--- src/rtl/witf_ptrk.sv ---
// -----------------------------------------------------------------------------
// witf_ptrk -- writeback instruction tracking FIFO
//
// Sits between ID/dispatch and WB. Every dispatched instruction allocates an
// entry holding its destination register; the entry is released in order when
// the head instruction completes writeback. Pending destinations are compared
// against the instruction being dispatched to detect RAW and WAW hazards, and
// dispatch is stalled through disp_ready.
//
// Handshake: an instruction is accepted on a rising clk edge where
// disp_valid & disp_ready are both 1. disp_ready is combinational and never
// depends on disp_valid except through the hazard terms, which are 0 when
// disp_valid is 0. A pop happens on an edge where wb_en & !empty.
//
// Parameters:
//   DEPTH  number of tracked entries (>= 1, any value)
//   AW     register index width
//   TW     tag / pointer width (derived)
//   CW     occupancy counter width (derived)
//
// Ports:
//   clk, rst                 clock, asynchronous active-high reset
//   disp_valid               ID presents an instruction
//   disp_rs1en/disp_rs1      rs1 read enable / index
//   disp_rs2en/disp_rs2      rs2 read enable / index
//   disp_rdwen/disp_rd       rd write enable / index
//   disp_ready               entry may be allocated this cycle
//   disp_itag                tag assigned on accept (write pointer)
//   raw_hazard, waw_hazard   hazard against pending destinations
//   wb_en                    head instruction completes writeback (pop)
//   wb_itag, wb_rd, wb_rdwen head tag and payload
//   flush                    discard all entries (priority over accept/pop)
//   full, empty, count       occupancy status
//
// Build option: define WITF_WB_BYPASS_EN to exclude the entry popping this
// cycle from the hazard match (regfile must forward the WB data).
// -----------------------------------------------------------------------------
module witf_ptrk #(
    parameter  int DEPTH = 4,
    parameter  int AW    = 5,
    localparam int TW    = (DEPTH > 1) ? $clog2(DEPTH) : 1,
    localparam int CW    = $clog2(DEPTH + 1)
) (
    input  logic          clk,
    input  logic          rst,
    input  logic          disp_valid,
    input  logic          disp_rs1en,
    input  logic [AW-1:0] disp_rs1,
    input  logic          disp_rs2en,
    input  logic [AW-1:0] disp_rs2,
    input  logic          disp_rdwen,
    input  logic [AW-1:0] disp_rd,
    output logic          disp_ready,
    output logic [TW-1:0] disp_itag,
    output logic          raw_hazard,
    output logic          waw_hazard,
    input  logic          wb_en,
    output logic [TW-1:0] wb_itag,
    output logic [AW-1:0] wb_rd,
    output logic          wb_rdwen,
    input  logic          flush,
    output logic          full,
    output logic          empty,
    output logic [CW-1:0] count
);

    localparam logic [TW-1:0] LAST = TW'(DEPTH - 1);

    logic [DEPTH-1:0] r_vld;
    logic [DEPTH-1:0] r_rdwen;
    logic [AW-1:0]    r_rd [DEPTH];
    logic [TW-1:0]    r_wptr;
    logic [TW-1:0]    r_rptr;
    logic             r_wflg;
    logic             r_rflg;
    logic [CW-1:0]    r_count;

    logic             w_pop;
    logic             w_accept;
    logic             w_raw;
    logic             w_waw;
    logic             w_excl;
    logic             w_match;

    // Pointers wrap explicitly so non-power-of-two depths work; the flags
    // distinguish full from empty when the pointers are equal.
    function automatic logic [TW-1:0] ptr_next(input logic [TW-1:0] p);
        return (p == LAST) ? '0 : p + TW'(1);
    endfunction

    assign empty = (r_wptr == r_rptr) & (r_wflg == r_rflg);
    assign full  = (r_wptr == r_rptr) & (r_wflg != r_rflg);
    assign count = r_count;

    assign w_pop    = wb_en & ~empty;
    assign w_accept = disp_valid & disp_ready;

    // Hazard match against entries valid at the start of the cycle.
    always_comb begin
        w_raw   = 1'b0;
        w_waw   = 1'b0;
        w_excl  = 1'b0;
        w_match = 1'b0;
        for (int i = 0; i < DEPTH; i++) begin
`ifdef WITF_WB_BYPASS_EN
            // The head entry writing back this cycle no longer blocks dispatch.
            w_excl = w_pop & (r_rptr == TW'(i));
`else
            w_excl = 1'b0;
`endif
            // x0 is never a real dependency.
            w_match = r_vld[i] & r_rdwen[i] & (r_rd[i] != '0) & ~w_excl;
            if (w_match) begin
                if ((disp_rs1en && r_rd[i] == disp_rs1) ||
                    (disp_rs2en && r_rd[i] == disp_rs2))
                    w_raw = 1'b1;
                if (disp_rdwen && r_rd[i] == disp_rd)
                    w_waw = 1'b1;
            end
        end
    end

    assign raw_hazard = disp_valid & w_raw;
    assign waw_hazard = disp_valid & w_waw;
    assign disp_ready = ~full & ~raw_hazard & ~waw_hazard & ~flush;

    assign disp_itag = r_wptr;
    assign wb_itag   = r_rptr;
    assign wb_rd     = r_rd[r_rptr];
    assign wb_rdwen  = r_rdwen[r_rptr];

    always_ff @(posedge clk or posedge rst) begin
        if (rst) begin
            r_vld   <= '0;
            r_rdwen <= '0;
            for (int i = 0; i < DEPTH; i++)
                r_rd[i] <= '0;
            r_wptr  <= '0;
            r_rptr  <= '0;
            r_wflg  <= 1'b0;
            r_rflg  <= 1'b0;
            r_count <= '0;
        end else if (flush) begin
            r_vld   <= '0;
            r_wptr  <= '0;
            r_rptr  <= '0;
            r_wflg  <= 1'b0;
            r_rflg  <= 1'b0;
            r_count <= '0;
        end else begin
            // Accept and pop never target the same slot: equal pointers mean
            // either empty (no pop) or full (no accept).
            if (w_pop) begin
                r_vld[r_rptr] <= 1'b0;
                r_rptr        <= ptr_next(r_rptr);
                if (r_rptr == LAST)
                    r_rflg <= ~r_rflg;
            end
            if (w_accept) begin
                r_vld[r_wptr]   <= 1'b1;
                r_rdwen[r_wptr] <= disp_rdwen;
                r_rd[r_wptr]    <= disp_rd;
                r_wptr          <= ptr_next(r_wptr);
                if (r_wptr == LAST)
                    r_wflg <= ~r_wflg;
            end
            case ({w_accept, w_pop})
                2'b10:   r_count <= r_count + CW'(1);
                2'b01:   r_count <= r_count - CW'(1);
                default: r_count <= r_count;
            endcase
        end
    end

endmodule
--- config.mk ---
export PLATFORM = sky130hd
export DESIGN_NAME = witf_ptrk
export DESIGN_NICKNAME = d
export VERILOG_FILES = /design/src/rtl/witf_ptrk.sv
export SDC_FILE = /design/constraint.sdc
export NUM_CORES = 1
export LEC_CHECK = 0
export BUFFER_PORTS_ARGS = -buffer_cell sky130_fd_sc_hd__buf_2
export CAP_MARGIN = 20
export CORE_ASPECT_RATIO = 0.5
export CORE_MARGIN = 8
export CORE_UTILIZATION = 28
export CTS_BUF_LIST = sky130_fd_sc_hd__clkbuf_4
export DETAILED_ROUTE_END_ITERATION = 8
export PLACE_DENSITY = 0.43
export RECOVER_POWER = 25
export SYNTH_ARGS = -nofsm -noshare
export SYNTH_HDL_FRONTEND = slang
export SYNTH_SLANG_ARGS = --single-unit
--- constraint.sdc ---
create_clock -name clk -period 7.3 [get_ports clk]
set_input_delay 1.095 -clock clk [delete_from_list [all_inputs] [get_ports clk]]
set_output_delay 1.095 -clock clk [all_outputs]
set_load 0.03 [all_outputs]
==> impl_metrics.toml <==
[synthesis]
syn_avg_cell_area_um2 = 10.24
synth_common_cells = "xor2_1 (46), dfrtp_1 (37), clkbuf_1 (22)"
syn-num-nets = 296
yosys_warnings = 0
synth.cell_area_mm2 = 0.002704
yosys.area.top_type = "dfrtp_1"
synth_top_area_share_pct = 34.24
synth_most_common_cell = "xor2_1"
synthTopCellsByArea = "dfrtp_1 (34%), xor2_1 (15%), mux2_1 (8.3%)"
ys_seq_elements = 37
syn_inst = 264
synthArstFlopShare_pct = 100.0
ys_seq_area_share_pct = 34.24
yosys_most_used_dff = "dfrtp_1"
synth_edf_count = 0
synthDistinctLibCells = 35

[cts]
cts_buffers = 5
path_clk_slew_ns = 0.13
cts_num_sinks = 37
clockBufferDepth = 2
cts-root-buf = "clkbuf_4"
cts_resized = 0
clk-insertion-delay-late_ns = 0.35
htreeDepth = 2
tritoncts = "done"
cts-hold-fix-buffers = 0
postCtsSetupRepairBufs = 0

[detailed_routing]
drtAntennaViolNets = 0
avgRoutedWirePerCell_um = 18.57
vias = 1987
routed_via_density = 4.742
drtIter0Drc = 88
drt-total-wl_mm = 7.780
dr.pass1.iters = 4
drc = 0

[finish]
area_growth_syn_to_layout_pct = 13.28
final_nets = 315
drive_above_1_share_pct = 23.24
final_cells = 419
diodes = 0
final_area_mm2 = 0.003063

[die]
core_mm2 = 0.009415
dieWidth_um = 155.0
row_count = 25
pin_count = 41
dieHeight_um = 85.49
start_util_pct = 28.72
dieArea_mm2 = 0.01325

[setup_path]
cp.required_ns = 6.20
critPathArrivalTime_ns = 2.69
critPathKind = "reg2out"
crit_path_end_kind = "primary output"
cpMaxStageDelayCell = "dfrtp_1"
crit_path_cell_trace = "or3_1 > o311a_1 > a21boi_1 > nor4_2 > nor2b_1 > nor2b_1 > buf_2"
cp_max_fo = 6
critPathLaunchType = "flop"
crit_path_max_incr_delay_ns = 0.51
cpMostUsedCell = "nor2b_1"

[sta]
fmax_ghz = 0.2641
tightestPinTransition_ns = 2.110
slew_violations = 38
slew_headroom_pct = -40.67
clock_skew_ns = 0.01883
finalCritPeriodShare_pct = 51.87
rsz0062_at_grt = "no"
finalSetupTns_ns = 0
setup_viol = 0
period_needed_ns = 3.787
holdWs_ns = 0.5591
finalHoldViolations = 0

[global_route]
grt_pass1_wl_mm = 12.26
overflow = 0
grt_pass1_vias = 2093
antenna_found_initial = 0
gr-usage-met3_pct = 2.484
met2_usage_pct = 18.70
busiest_layer = "met2"
use_met1_pct = 16.62
grt_max_degree = 38
track_usage_pct = 12.11

[place]
placed_cells = 411
detailed_place_hpwl_mm = 5.713
port_buffers = 40
routabilityCongestion = 0.8726
place_area_mm2 = 0.002964

[hold_path]
hp-class = "reg2reg"

[power]
p_total_mw = 0.8830
powerDensity_mw_per_mm2 = 288.3
p_leak_nw = 1.357
ir_drop_v = 0.00006925

[status]
violations = "max-capacitance violations, max-slew violations"
status = "complete, but fails checks"

[run]
drv_cap = 1
[report_power, final]
part,total (mW),switching [mW],leakage (nW),internal [mW]
Combinational,0.317,0.161,0.829,0.156
Clock,0.180,0.0737,0.0552,0.106
Sequential,0.386,0.130,0.472,0.257
[routing by layer]
metal	up-vias	wire length, um
li1	928	-
met1	996	3824
met2	56	3435
met3	7	423
met4	0	96
met5	-	0
[flip-flops by register name, summed over array words and instances, names as in the netlist]
register   flops
r_rd          20
r_rdwen        4
r_vld          4
count          3
disp_itag      2
wb_itag        2
r_rflg         1
r_wflg         1
[path summary, 6_finish.rpt]
check                      startpoint          to  slack, ns  cells after the start
max                          r_rd[19]  disp_ready       3.51                      7
min                        r_rdwen[2]  r_rdwen[2]       0.56                      1
max reg2reg                  r_rd[19]    count[2]       3.65                     10
min reg2reg                r_rdwen[2]  r_rdwen[2]       0.56                      1
max in group asynchronous         rst    r_vld[0]       4.60                      3
min in group asynchronous         rst  r_rdwen[2]       1.50                      3
[worst max-delay path, delay by kind of cell (launching register included)]
kind	cells	cell delay, ns
compound gates	2	0.48
buf+inv	1	0.21
simple gates	4	1.15
flops	1	0.51
[metrics by stage]
| stage | util [%] | setup WS [ns] |
|---|---|---|
| 5_1_grt | 32.53 | 3.291 |
| 3_3_place_gp | 31.48 | 3.386 |
| 4_1_cts | 32.57 | 3.477 |
| 6_report | 32.53 | 3.513 |
| 2_1_floorplan | - | 3.368 |
| 3_5_place_dp | 31.48 | 3.331 |
[layout by cell type (no fill, tap or decap), types with 4 or more instances in the layout]
| cell | instances |
|---|---|
| dfrtp_1 | 37 |
| mux2_1 | 20 |
| clkbuf_4 | 5 |
| a21oi_1 | 5 |
| nor4_1 | 8 |
| inv_1 | 9 |
| buf_2 | 40 |
| nor2b_1 | 4 |
| or3_1 | 4 |
| nand4_1 | 5 |
| ha_1 | 8 |
| nor3_1 | 6 |
| xnor2_1 | 19 |
| a21boi_1 | 4 |
| xor2_1 | 46 |
| nand2_1 | 5 |
| nor2_1 | 9 |
| nand3_1 | 10 |
| mux2_2 | 6 |
| mux4_2 | 6 |
| o311a_1 | 4 |
[final cells by class]
type,count,area [um^2]
inverter,9,33.78
tap,135,168.9
clock inverter,3,65.06
timing repair buffer,41,203.9
sequential,37,925.9
multi-input combinational,189,1628
clock buffer,5,37.54
fill,996,6352
[logic make-up (layout without fill, tap and decap cells)]
kind of cell             after synthesis  in the layout  share of synthesized area, %
flip-flops                            37             37                         34.24
XOR/XNOR                              66             66                         21.66
adder cells (fa/ha/maj)                9              9                         4.443
AND/OR/NAND/NOR                       60             60                         12.22
AO/OA/AOI/OAI                         19             19                         4.951
multiplexers                          35             35                         16.94
buffers and inverters                 38             58                         5.553
(Power assumes the default switching activity.)
